**src/rtl/mem_burst_pkg.sv**
```systemverilog
// Shared constants and FSM encoding for the burst-to-AXI4 master.
// Optional build macro: AXI_RESP_CHECK_EN (sticky AXI response error flag).
package mem_burst_pkg;

  typedef enum logic [2:0] {
    ST_IDLE,
    ST_WR_ADDR,
    ST_WR_DATA,
    ST_WR_RESP,
    ST_RD_ADDR,
    ST_RD_DATA,
    ST_FIN
  } state_t;

  localparam logic [1:0] AXI_BURST_INCR = 2'b01;
  localparam logic [1:0] AXI_RESP_OKAY  = 2'b00;

  localparam int BEAT_BYTES = 8;
  localparam int BEAT_SIZE  = $clog2(BEAT_BYTES);

  function automatic int beat_size(input int data_bits);
    return $clog2(data_bits / 8);
  endfunction

endpackage

```
**src/rtl/mem_burst_axi_master_if.sv**
```systemverilog
// AXI4 read/write channel bundle between the burst master and the HP port.
// Optional build macro: AXI_RESP_CHECK_EN (uses bresp/rresp).
interface mem_burst_axi_master_if #(
  parameter int DATA_BITS = 64,
  parameter int ADDR_BITS = 32
);

  logic [ADDR_BITS-1:0]   awaddr;
  logic [7:0]             awlen;
  logic [2:0]             awsize;
  logic [1:0]             awburst;
  logic                   awvalid;
  logic                   awready;

  logic [DATA_BITS-1:0]   wdata;
  logic [DATA_BITS/8-1:0] wstrb;
  logic                   wlast;
  logic                   wvalid;
  logic                   wready;

  logic [1:0]             bresp;
  logic                   bvalid;
  logic                   bready;

  logic [ADDR_BITS-1:0]   araddr;
  logic [7:0]             arlen;
  logic [2:0]             arsize;
  logic [1:0]             arburst;
  logic                   arvalid;
  logic                   arready;

  logic [DATA_BITS-1:0]   rdata;
  logic [1:0]             rresp;
  logic                   rlast;
  logic                   rvalid;
  logic                   rready;

  modport master (
    output awaddr, awlen, awsize, awburst, awvalid,
    input  awready,
    output wdata, wstrb, wlast, wvalid,
    input  wready,
    input  bresp, bvalid,
    output bready,
    output araddr, arlen, arsize, arburst, arvalid,
    input  arready,
    input  rdata, rresp, rlast, rvalid,
    output rready
  );

  modport slave (
    input  awaddr, awlen, awsize, awburst, awvalid,
    output awready,
    input  wdata, wstrb, wlast, wvalid,
    output wready,
    output bresp, bvalid,
    input  bready,
    input  araddr, arlen, arsize, arburst, arvalid,
    output arready,
    output rdata, rresp, rlast, rvalid,
    input  rready
  );

endinterface

```
**src/rtl/mem_burst_wskid.sv**
```systemverilog
// Two-entry FIFO decoupling user write data from the AXI W channel.
// Optional build macro: none.
module mem_burst_wskid #(
  parameter int W = 64
) (
  input  logic         clk,
  input  logic         rst,
  input  logic         push,
  input  logic [W-1:0] din,
  input  logic         pop,
  output logic [W-1:0] dout,
  output logic         full,
  output logic         empty,
  output logic [1:0]   count
);

  logic [W-1:0] mem [2];
  logic         wp;
  logic         rp;
  logic         do_push;
  logic         do_pop;

  assign full    = count == 2'd2;
  assign empty   = count == 2'd0;
  assign do_push = push & ~full;
  assign do_pop  = pop & ~empty;
  assign dout    = mem[rp];

  always_ff @(posedge clk) begin
    if (rst) begin
      wp    <= 1'b0;
      rp    <= 1'b0;
      count <= 2'd0;
    end else begin
      if (do_push) wp <= ~wp;
      if (do_pop)  rp <= ~rp;
      count <= 2'(count + 2'(do_push) - 2'(do_pop));
    end
  end

  always_ff @(posedge clk) begin
    if (do_push) mem[wp] <= din;
  end

endmodule

```
**src/rtl/mem_burst_axi_master.sv**
```systemverilog
// Converts user rd/wr burst requests into single-outstanding AXI4 INCR bursts.
// Optional build macro: AXI_RESP_CHECK_EN (sticky axi_error on non-OKAY resp).
module mem_burst_axi_master
  import mem_burst_pkg::*;
#(
  parameter int MEM_DATA_BITS = BEAT_BYTES * 8,
  parameter int ADDR_BITS     = 32,
  parameter int MAX_BURST_LEN = 256
) (
  input  logic                     mem_clk,
  input  logic                     rst,
  input  logic                     wr_burst_req,
  input  logic [9:0]               wr_burst_len,
  input  logic [ADDR_BITS-1:0]     wr_burst_addr,
  output logic                     wr_burst_data_req,
  input  logic [MEM_DATA_BITS-1:0] wr_burst_data,
  output logic                     wr_burst_finish,
  input  logic                     rd_burst_req,
  input  logic [9:0]               rd_burst_len,
  input  logic [ADDR_BITS-1:0]     rd_burst_addr,
  output logic                     rd_burst_data_valid,
  output logic [MEM_DATA_BITS-1:0] rd_burst_data,
  output logic                     rd_burst_finish,
  output logic                     axi_error,
  mem_burst_axi_master_if.master   m_axi
);

  localparam int BB = MEM_DATA_BITS / 8;
  localparam logic [2:0] SZ = 3'(beat_size(MEM_DATA_BITS));
  localparam logic [9:0] MAXL = 10'(MAX_BURST_LEN);
  localparam logic [ADDR_BITS-1:0] AMASK = ~ADDR_BITS'(BB - 1);

  state_t st, st_nx;
  logic                 is_wr, last_wr;
  logic [ADDR_BITS-1:0] addr_q;
  logic [9:0]           len_q, req_cnt, wcnt, wcnt_nx;
  logic                 pend;

  logic                 sel_wr, acc;
  logic [9:0]           raw_len, req_len;
  logic                 w_act, w_full, w_empty, pop;
  logic [1:0]           w_cnt;
  logic [2:0]           fill, room;

  // Write wins a tie unless it was the last one served.
  assign sel_wr  = wr_burst_req & (~rd_burst_req | ~last_wr);
  assign acc     = (st == ST_IDLE) & (wr_burst_req | rd_burst_req);
  assign raw_len = sel_wr ? wr_burst_len : rd_burst_len;
  assign req_len = (raw_len > MAXL) ? MAXL : raw_len;

  assign w_act   = (st == ST_WR_ADDR) | (st == ST_WR_DATA);
  assign pop     = m_axi.wvalid & m_axi.wready;
  assign wcnt_nx = wcnt + 10'(pop);

  // Beats already buffered or in flight must leave room for this request.
  assign fill = 3'(w_cnt) + 3'(pend);
  assign room = 3'd1 + 3'(pop);
  assign wr_burst_data_req = w_act & (req_cnt < len_q) &
                             (fill <= room) & ~(w_full & ~pop);

  mem_burst_wskid #(.W(MEM_DATA_BITS)) u_wskid (
    .clk   (mem_clk),
    .rst   (rst),
    .push  (pend),
    .din   (wr_burst_data),
    .pop   (pop),
    .dout  (m_axi.wdata),
    .full  (w_full),
    .empty (w_empty),
    .count (w_cnt)
  );

  assign m_axi.awaddr  = addr_q;
  assign m_axi.awlen   = 8'(len_q - 10'd1);
  assign m_axi.awsize  = SZ;
  assign m_axi.awburst = AXI_BURST_INCR;
  assign m_axi.awvalid = st == ST_WR_ADDR;
  assign m_axi.wstrb   = '1;
  assign m_axi.wlast   = wcnt == (len_q - 10'd1);
  assign m_axi.wvalid  = w_act & ~w_empty;
  assign m_axi.bready  = st == ST_WR_RESP;
  assign m_axi.araddr  = addr_q;
  assign m_axi.arlen   = 8'(len_q - 10'd1);
  assign m_axi.arsize  = SZ;
  assign m_axi.arburst = AXI_BURST_INCR;
  assign m_axi.arvalid = st == ST_RD_ADDR;
  assign m_axi.rready  = st == ST_RD_DATA;

  assign rd_burst_data       = m_axi.rdata;
  assign rd_burst_data_valid = (st == ST_RD_DATA) & m_axi.rvalid;
  assign wr_burst_finish = ((st == ST_WR_RESP) & m_axi.bvalid) |
                           ((st == ST_FIN) & is_wr);
  assign rd_burst_finish = (rd_burst_data_valid & m_axi.rlast) |
                           ((st == ST_FIN) & ~is_wr);

  always_comb begin
    st_nx = st;
    unique case (st)
      ST_IDLE: begin
        if (acc) begin
          if (req_len == 10'd0) st_nx = ST_FIN;
          else if (sel_wr)      st_nx = ST_WR_ADDR;
          else                  st_nx = ST_RD_ADDR;
        end
      end
      ST_WR_ADDR: if (m_axi.awready) st_nx = ST_WR_DATA;
      ST_WR_DATA: if (wcnt_nx == len_q) st_nx = ST_WR_RESP;
      ST_WR_RESP: if (m_axi.bvalid) st_nx = ST_IDLE;
      ST_RD_ADDR: if (m_axi.arready) st_nx = ST_RD_DATA;
      ST_RD_DATA: if (m_axi.rvalid & m_axi.rlast) st_nx = ST_IDLE;
      ST_FIN:     st_nx = ST_IDLE;
      default:    st_nx = ST_IDLE;
    endcase
  end

  always_ff @(posedge mem_clk) begin
    if (rst) begin
      st      <= ST_IDLE;
      is_wr   <= 1'b0;
      last_wr <= 1'b0;
      addr_q  <= '0;
      len_q   <= '0;
      req_cnt <= '0;
      wcnt    <= '0;
      pend    <= 1'b0;
    end else begin
      st   <= st_nx;
      pend <= wr_burst_data_req;
      if (wr_burst_data_req) req_cnt <= req_cnt + 10'd1;
      wcnt <= wcnt_nx;
      if (acc) begin
        is_wr   <= sel_wr;
        last_wr <= sel_wr;
        addr_q  <= (sel_wr ? wr_burst_addr : rd_burst_addr) & AMASK;
        len_q   <= req_len;
        req_cnt <= '0;
        wcnt    <= '0;
      end
    end
  end

`ifdef AXI_RESP_CHECK_EN
  always_ff @(posedge mem_clk) begin
    if (rst) begin
      axi_error <= 1'b0;
    end else if ((m_axi.bvalid & m_axi.bready &
                  (m_axi.bresp != AXI_RESP_OKAY)) |
                 (m_axi.rvalid & m_axi.rready &
                  (m_axi.rresp != AXI_RESP_OKAY))) begin
      axi_error <= 1'b1;
    end
  end
`else
  assign axi_error = 1'b0;
`endif

endmodule

```
**src/flat_wrapper.sv**
```systemverilog
// flat-port wrapper written by rule: the top's interface ports become plain ports
module mem_burst_axi_master_flat import mem_burst_pkg::*;
#(
  parameter int MEM_DATA_BITS = BEAT_BYTES * 8,
  parameter int ADDR_BITS     = 32,
  parameter int MAX_BURST_LEN = 256
)
  (mem_clk, rst, wr_burst_req, wr_burst_len, wr_burst_addr, wr_burst_data_req, wr_burst_data, wr_burst_finish, rd_burst_req, rd_burst_len, rd_burst_addr, rd_burst_data_valid, rd_burst_data, rd_burst_finish, axi_error, m_axi_awaddr, m_axi_awlen, m_axi_awsize, m_axi_awburst, m_axi_awvalid, m_axi_awready, m_axi_wdata, m_axi_wstrb, m_axi_wlast, m_axi_wvalid, m_axi_wready, m_axi_bresp, m_axi_bvalid, m_axi_bready, m_axi_araddr, m_axi_arlen, m_axi_arsize, m_axi_arburst, m_axi_arvalid, m_axi_arready, m_axi_rdata, m_axi_rresp, m_axi_rlast, m_axi_rvalid, m_axi_rready);
  mem_burst_axi_master_if #(.DATA_BITS(64), .ADDR_BITS(ADDR_BITS)) m_axi_i ();
  input  logic mem_clk;
  input  logic rst;
  input  logic wr_burst_req;
  input  logic [9:0] wr_burst_len;
  input  logic [ADDR_BITS-1:0] wr_burst_addr;
  output logic wr_burst_data_req;
  input  logic [MEM_DATA_BITS-1:0] wr_burst_data;
  output logic wr_burst_finish;
  input  logic rd_burst_req;
  input  logic [9:0] rd_burst_len;
  input  logic [ADDR_BITS-1:0] rd_burst_addr;
  output logic rd_burst_data_valid;
  output logic [MEM_DATA_BITS-1:0] rd_burst_data;
  output logic rd_burst_finish;
  output logic axi_error;
  output wire logic [$bits(m_axi_i.awaddr)-1:0] m_axi_awaddr;
  output wire logic [$bits(m_axi_i.awlen)-1:0] m_axi_awlen;
  output wire logic [$bits(m_axi_i.awsize)-1:0] m_axi_awsize;
  output wire logic [$bits(m_axi_i.awburst)-1:0] m_axi_awburst;
  output wire logic [$bits(m_axi_i.awvalid)-1:0] m_axi_awvalid;
  input wire logic [$bits(m_axi_i.awready)-1:0] m_axi_awready;
  output wire logic [$bits(m_axi_i.wdata)-1:0] m_axi_wdata;
  output wire logic [$bits(m_axi_i.wstrb)-1:0] m_axi_wstrb;
  output wire logic [$bits(m_axi_i.wlast)-1:0] m_axi_wlast;
  output wire logic [$bits(m_axi_i.wvalid)-1:0] m_axi_wvalid;
  input wire logic [$bits(m_axi_i.wready)-1:0] m_axi_wready;
  input wire logic [$bits(m_axi_i.bresp)-1:0] m_axi_bresp;
  input wire logic [$bits(m_axi_i.bvalid)-1:0] m_axi_bvalid;
  output wire logic [$bits(m_axi_i.bready)-1:0] m_axi_bready;
  output wire logic [$bits(m_axi_i.araddr)-1:0] m_axi_araddr;
  output wire logic [$bits(m_axi_i.arlen)-1:0] m_axi_arlen;
  output wire logic [$bits(m_axi_i.arsize)-1:0] m_axi_arsize;
  output wire logic [$bits(m_axi_i.arburst)-1:0] m_axi_arburst;
  output wire logic [$bits(m_axi_i.arvalid)-1:0] m_axi_arvalid;
  input wire logic [$bits(m_axi_i.arready)-1:0] m_axi_arready;
  input wire logic [$bits(m_axi_i.rdata)-1:0] m_axi_rdata;
  input wire logic [$bits(m_axi_i.rresp)-1:0] m_axi_rresp;
  input wire logic [$bits(m_axi_i.rlast)-1:0] m_axi_rlast;
  input wire logic [$bits(m_axi_i.rvalid)-1:0] m_axi_rvalid;
  output wire logic [$bits(m_axi_i.rready)-1:0] m_axi_rready;
  assign m_axi_awaddr = m_axi_i.awaddr;
  assign m_axi_awlen = m_axi_i.awlen;
  assign m_axi_awsize = m_axi_i.awsize;
  assign m_axi_awburst = m_axi_i.awburst;
  assign m_axi_awvalid = m_axi_i.awvalid;
  assign m_axi_i.awready = m_axi_awready;
  assign m_axi_wdata = m_axi_i.wdata;
  assign m_axi_wstrb = m_axi_i.wstrb;
  assign m_axi_wlast = m_axi_i.wlast;
  assign m_axi_wvalid = m_axi_i.wvalid;
  assign m_axi_i.wready = m_axi_wready;
  assign m_axi_i.bresp = m_axi_bresp;
  assign m_axi_i.bvalid = m_axi_bvalid;
  assign m_axi_bready = m_axi_i.bready;
  assign m_axi_araddr = m_axi_i.araddr;
  assign m_axi_arlen = m_axi_i.arlen;
  assign m_axi_arsize = m_axi_i.arsize;
  assign m_axi_arburst = m_axi_i.arburst;
  assign m_axi_arvalid = m_axi_i.arvalid;
  assign m_axi_i.arready = m_axi_arready;
  assign m_axi_i.rdata = m_axi_rdata;
  assign m_axi_i.rresp = m_axi_rresp;
  assign m_axi_i.rlast = m_axi_rlast;
  assign m_axi_i.rvalid = m_axi_rvalid;
  assign m_axi_rready = m_axi_i.rready;
  mem_burst_axi_master #(.MEM_DATA_BITS(MEM_DATA_BITS), .ADDR_BITS(ADDR_BITS), .MAX_BURST_LEN(MAX_BURST_LEN)) u_core (.mem_clk(mem_clk), .rst(rst), .wr_burst_req(wr_burst_req), .wr_burst_len(wr_burst_len), .wr_burst_addr(wr_burst_addr), .wr_burst_data_req(wr_burst_data_req), .wr_burst_data(wr_burst_data), .wr_burst_finish(wr_burst_finish), .rd_burst_req(rd_burst_req), .rd_burst_len(rd_burst_len), .rd_burst_addr(rd_burst_addr), .rd_burst_data_valid(rd_burst_data_valid), .rd_burst_data(rd_burst_data), .rd_burst_finish(rd_burst_finish), .axi_error(axi_error), .m_axi(m_axi_i));
endmodule
```
**config.mk**
```make
export PLATFORM = sky130hd
export DESIGN_NAME = mem_burst_axi_master_flat
export DESIGN_NICKNAME = d
export VERILOG_FILES = /design/src/rtl/mem_burst_pkg.sv /design/src/rtl/mem_burst_axi_master_if.sv /design/src/rtl/mem_burst_wskid.sv /design/src/rtl/mem_burst_axi_master.sv /design/src/flat_wrapper.sv
export SDC_FILE = /design/constraint.sdc
export NUM_CORES = 1
export LEC_CHECK = 0
export CAP_MARGIN = 30
export CORE_AREA = 4 4 177 179
export CTS_CLUSTER_DIAMETER = 40
export CTS_CLUSTER_SIZE = 30
export DETAILED_ROUTE_END_ITERATION = 8
export DIE_AREA = 0 0 181 183
export PLACE_DENSITY = 0.78
export SLEW_MARGIN = 25
export SYNTH_ARGS = -nofsm -noshare
export SYNTH_HDL_FRONTEND = slang
export SYNTH_HIERARCHICAL = 1
export SYNTH_SLANG_ARGS = --single-unit
```
**constraint.sdc**
```tcl
create_clock -name mem_clk -period 3.5 [get_ports mem_clk]
set_clock_uncertainty 0.05 [all_clocks]
set_input_delay 0.875 -clock mem_clk [delete_from_list [all_inputs] [get_ports mem_clk]]
set_output_delay 0.875 -clock mem_clk [all_outputs]
set_load 0.005 [all_outputs]
```
==> metrics.yaml <==
place:
  final_hpwl_from_detailed_placement_um: 18300
  place_congestion: 0.852
  dp_slack_ps: -536
  placement.io_buffers: 299
worst_setup_path:
  worst-path-max-fanout: 3
  crit_cells: 13
  beginning_of_the_worst_register_to_register_path: "u_core/st[0]"
  minimum_setup_slack_among_reg_to_reg_paths_ps: 390
  critical_path_class: "flip-flop to output pin"
  cp.required_ps: 2570
  crit_chain: "nand2b_4, a21oi_4, nor2b_4, nand2_2, inv_2, fa_1, nor2_2, nand2_1, nand2_1, nand4_1, a21o_1, inv_2, buf_6"
  r2r-end: "u_core/st[2]"
  critPathCaptureType: "output pin"
  slowest_stage: "sky130_fd_sc_hd__fa_1"
  timing.critical_path.slowest_cell_delay_ps: 450
  timing.reg2reg.worst_path_depth: 15
  cp_num_buf_inv: 3
  critPathArrivalTime_ps: 2580
  timing.critical_path.from_type: "flip-flop"
  gate_family_responsible_for_the_most_delay_along_the_worst_path: "simple AND/OR/NAND/NOR gates"
synth:
  synth_area_mm2: 0.00954
  average_cell_area_after_synthesis_um2: 12.2
  post_synth_num_cell_types: 57
  post_synth_main_area_contributors: "sky130_fd_sc_hd__edfxtp_1 40%, sky130_fd_sc_hd__dfxtp_1 14%, sky130_fd_sc_hd__buf_4 11%, sky130_fd_sc_hd__mux2_2 7.6%, sky130_fd_sc_hd__mux2i_1 4.5%"
  yosysSeqAreaShare: 0.548
  yosys_warnings: 6
  yosys_most_used_dff: "sky130_fd_sc_hd__edfxtp_1"
  synthCells: 779
  async_flop_share: 0
  synth_top_area_share: 0.403
  synth_area_leader_cell: "sky130_fd_sc_hd__edfxtp_1"
  synth_enable_flop_cells: 128
  synth.ff_latch_count: 197
clock_tree:
  worstSkewPairLatency_ps: 430
  cts_tree: "yes"
  h_tree_levels: 4
  clk_root_buffer_cell: "sky130_fd_sc_hd__clkbuf_16"
  worst_setup_hold_path_clk_slew_ps: 80
  clock_sinks: 197
  clockBufferDepth: 2
  hold_buffers: 0
  cts_inserted_buffers: 17
status:
  failed_checks: "negative setup slack"
  outcome: "complete, but fails checks"
die:
  die_area_mm2: 0.0331
  floorplan.core_area_mm2: 0.0296
  fp.dieH_um: 183
  die_x_um: 181
  initial_utilization: 0.323
  num_rows: 63
  floorplan.io_pins: 463
route:
  route.final.wire_length_um: 24100
  drtAntennaViolNets: 0
  first_iter_violations: 314
  vias_per_cell: 4.62
  drt_drc_violations_left: 0
  routed-via-count: 6500
  drt-pass1-iter-count: 4
  wl_per_cell_um: 17.1
hold_path:
  timing.hold.worst.start: "u_core/len_q[9]"
  timing.hold.worst_path_depth: 2
  hold_path_class: "flip-flop to flip-flop"
  worst_hold_path.endpoint: "u_core/len_q[9]"
global_routing:
  largest_net_degree_at_the_start_of_global_routing: 65
  grt.total_usage: 0.137
  grt_antenna_before_repair: 1
  globalRouteOverflowTotal: 0
  via_count_of_the_first_global_routing_pass: 6668
  grt_first_pass_wirelength_um: 36300
sta:
  report.final.slew_viol_count: 0
  fin_hold_ws_ps: 435
  fmax_mhz: 285
  rsz_0062_raised_after_global_routing: "yes"
  final-hold-violation-count: 0
  finalCriticalPeriod_ps: 3500
  max_slew.worst_pin.slew_ps: 911
  worst_slew_margin_rel: 0.392
  post-route-worst-setup-slack_ps: -4.00
  final_setup_violation_count: 1
  layout_worst_path_cycle_share: 1.00
finish:
  drive_above_1_share: 0.159
  area_growth_pct: 35.9
  finalNetCount: 1249
  layout.area.seq_mm2: 0.00523
  multi_input_comb_area_mm2: 0.00328
  layout.filler_cells: 2720
  num_antenna_cells: 0
power:
  power-per-cell-area_mw_per_mm2: 586
  vdd_ir_drop_max_uv: 291
  p_leak_nw: 4.73
flow_run:
  max_cap_viols: 0
[worst max-delay path by stage]
stage | start | end | slack, ps
finish | u_core/st[0] | wr_burst_data_req | -4
global route | u_core/st[0] | wr_burst_data_req | -160
CTS | u_core/st[1] | wr_burst_data_req | -30
detailed placement | m_axi_wready | wr_burst_data_req | -540
global placement | m_axi_wready | wr_burst_data_req | -530
floorplan | u_core/st[0] | wr_burst_data_req | 270
[layout make-up]
class,instances,share of cell area
Multi-Input combinational cell,424,0.253
Tap cell,390,0.0377
Clock inverter,12,0.00937
Inverter,25,0.00724
Timing Repair Buffer,339,0.255
Sequential cell,197,0.404
Clock buffer,20,0.0337
[synth_stat cells (all sizes together), types with 2 or more instances]
cell,count
buf,141
edfxtp,128
dfxtp,69
mux2,64
nor2,64
mux2i,43
a211oi,34
inv,25
xnor2,23
xor2,21
nand2,19
ha,18
clkbuf,15
nand4,11
nand3,10
o22ai,9
and2,8
nor4,8
o21ai,8
a21oi,7
nor2b,5
o31ai,5
or3,5
a21o,4
nand2b,4
a21boi,2
and3,2
and4,2
conb,2
nor3,2
o21a,2
[placed cells by master (no fill, tap or decap), drive strengths merged, types with 9 or more instances in the layout]
cell type	n
a211oi	34
buf	41
clkbuf	20
clkdlybuf4s50	296
conb	25
dfxtp	69
edfxtp	128
ha	18
inv	29
mux2	64
mux2i	43
nand2	19
nand3	10
nand4	11
nor2	64
o22ai	9
xnor2	23
xor2	21
[where the power goes]
part	internal (W)	switching (W)	leakage [nW]	total (W)
combinational	0.00154	0.00113	2.74	0.00267
clock	0.000998	0.000887	0.270	0.00189
sequential	0.00280	0.000230	1.72	0.00303
[sequential cells by signal, indices dropped and copies added, names as in the netlist, named ones only]
register / flops
u_core/st: 3
u_core/u_wskid/rp: 1
u_core/wcnt: 10
u_core/u_wskid/mem: 128
u_core/len_q: 10
u_core/pend: 1
u_core/u_wskid/wp: 1
u_core/last_wr: 1
u_core/req_cnt: 10
u_core/m_axi.araddr: 29
u_core/u_wskid/count: 2
[cells by family after synthesis]
| family | after synthesis | share of synthesized area |
|---|---|---|
| compound gates | 86 | 0.0671 |
| fa+ha+maj | 19 | 0.0257 |
| simple gates | 143 | 0.0724 |
| mux | 107 | 0.121 |
| buf+inv | 181 | 0.125 |
| xor+xnor | 44 | 0.0404 |
| other cells | 2 | 0.000788 |
| flops | 197 | 0.548 |
[stage by stage]
step	instances	total power [W]	area, um2	TNS (ps)	util
after floorplan	802	0.00440	9620	0	-
after global placement	1369	0.00561	12300	-694	0.416
after detailed placement	1369	0.00567	12300	-771	0.416
after CTS	1404	0.00766	12900	-35.0	0.437
after global routing	1407	0.00802	13000	-158	0.438
final	1407	0.00759	13000	-4.00	0.438
[metal layers]
metal,part of all wire,vias to the layer above,wire length [um],GRT usage
li1,-,3093,-,-
met1,0.42,3073,10200,0.173
met2,0.46,308,11200,0.220
met3,0.093,24,2250,0.0534
met4,0.017,2,420,0.0441
met5,0.00054,-,13,0
[worst reg2reg max path: stages (launching register included)]
cell and delay (ps):
sky130_fd_sc_hd__dfxtp_2 340, sky130_fd_sc_hd__nand2b_4 150, sky130_fd_sc_hd__a21oi_4 190, sky130_fd_sc_hd__nor2b_4 180, sky130_fd_sc_hd__nand2_2 60, sky130_fd_sc_hd__inv_2 60, sky130_fd_sc_hd__buf_4 100, sky130_fd_sc_hd__buf_4 100
sky130_fd_sc_hd__ha_1 160, sky130_fd_sc_hd__ha_1 240, sky130_fd_sc_hd__nand3_1 130, sky130_fd_sc_hd__xnor2_1 160, sky130_fd_sc_hd__nor4_1 300, sky130_fd_sc_hd__nand4_1 130, sky130_fd_sc_hd__o41a_1 380, sky130_fd_sc_hd__o221a_1 250
[timing repair]
item / CTS / global route
resized for setup: 22 / 4
endpoints found under the setup margin: 2 / 2
pin swaps: 7 / 5
endpoints found under the hold margin: 0 / 0
buffers inserted: 3 / 3
(Power assumes the default switching activity.)
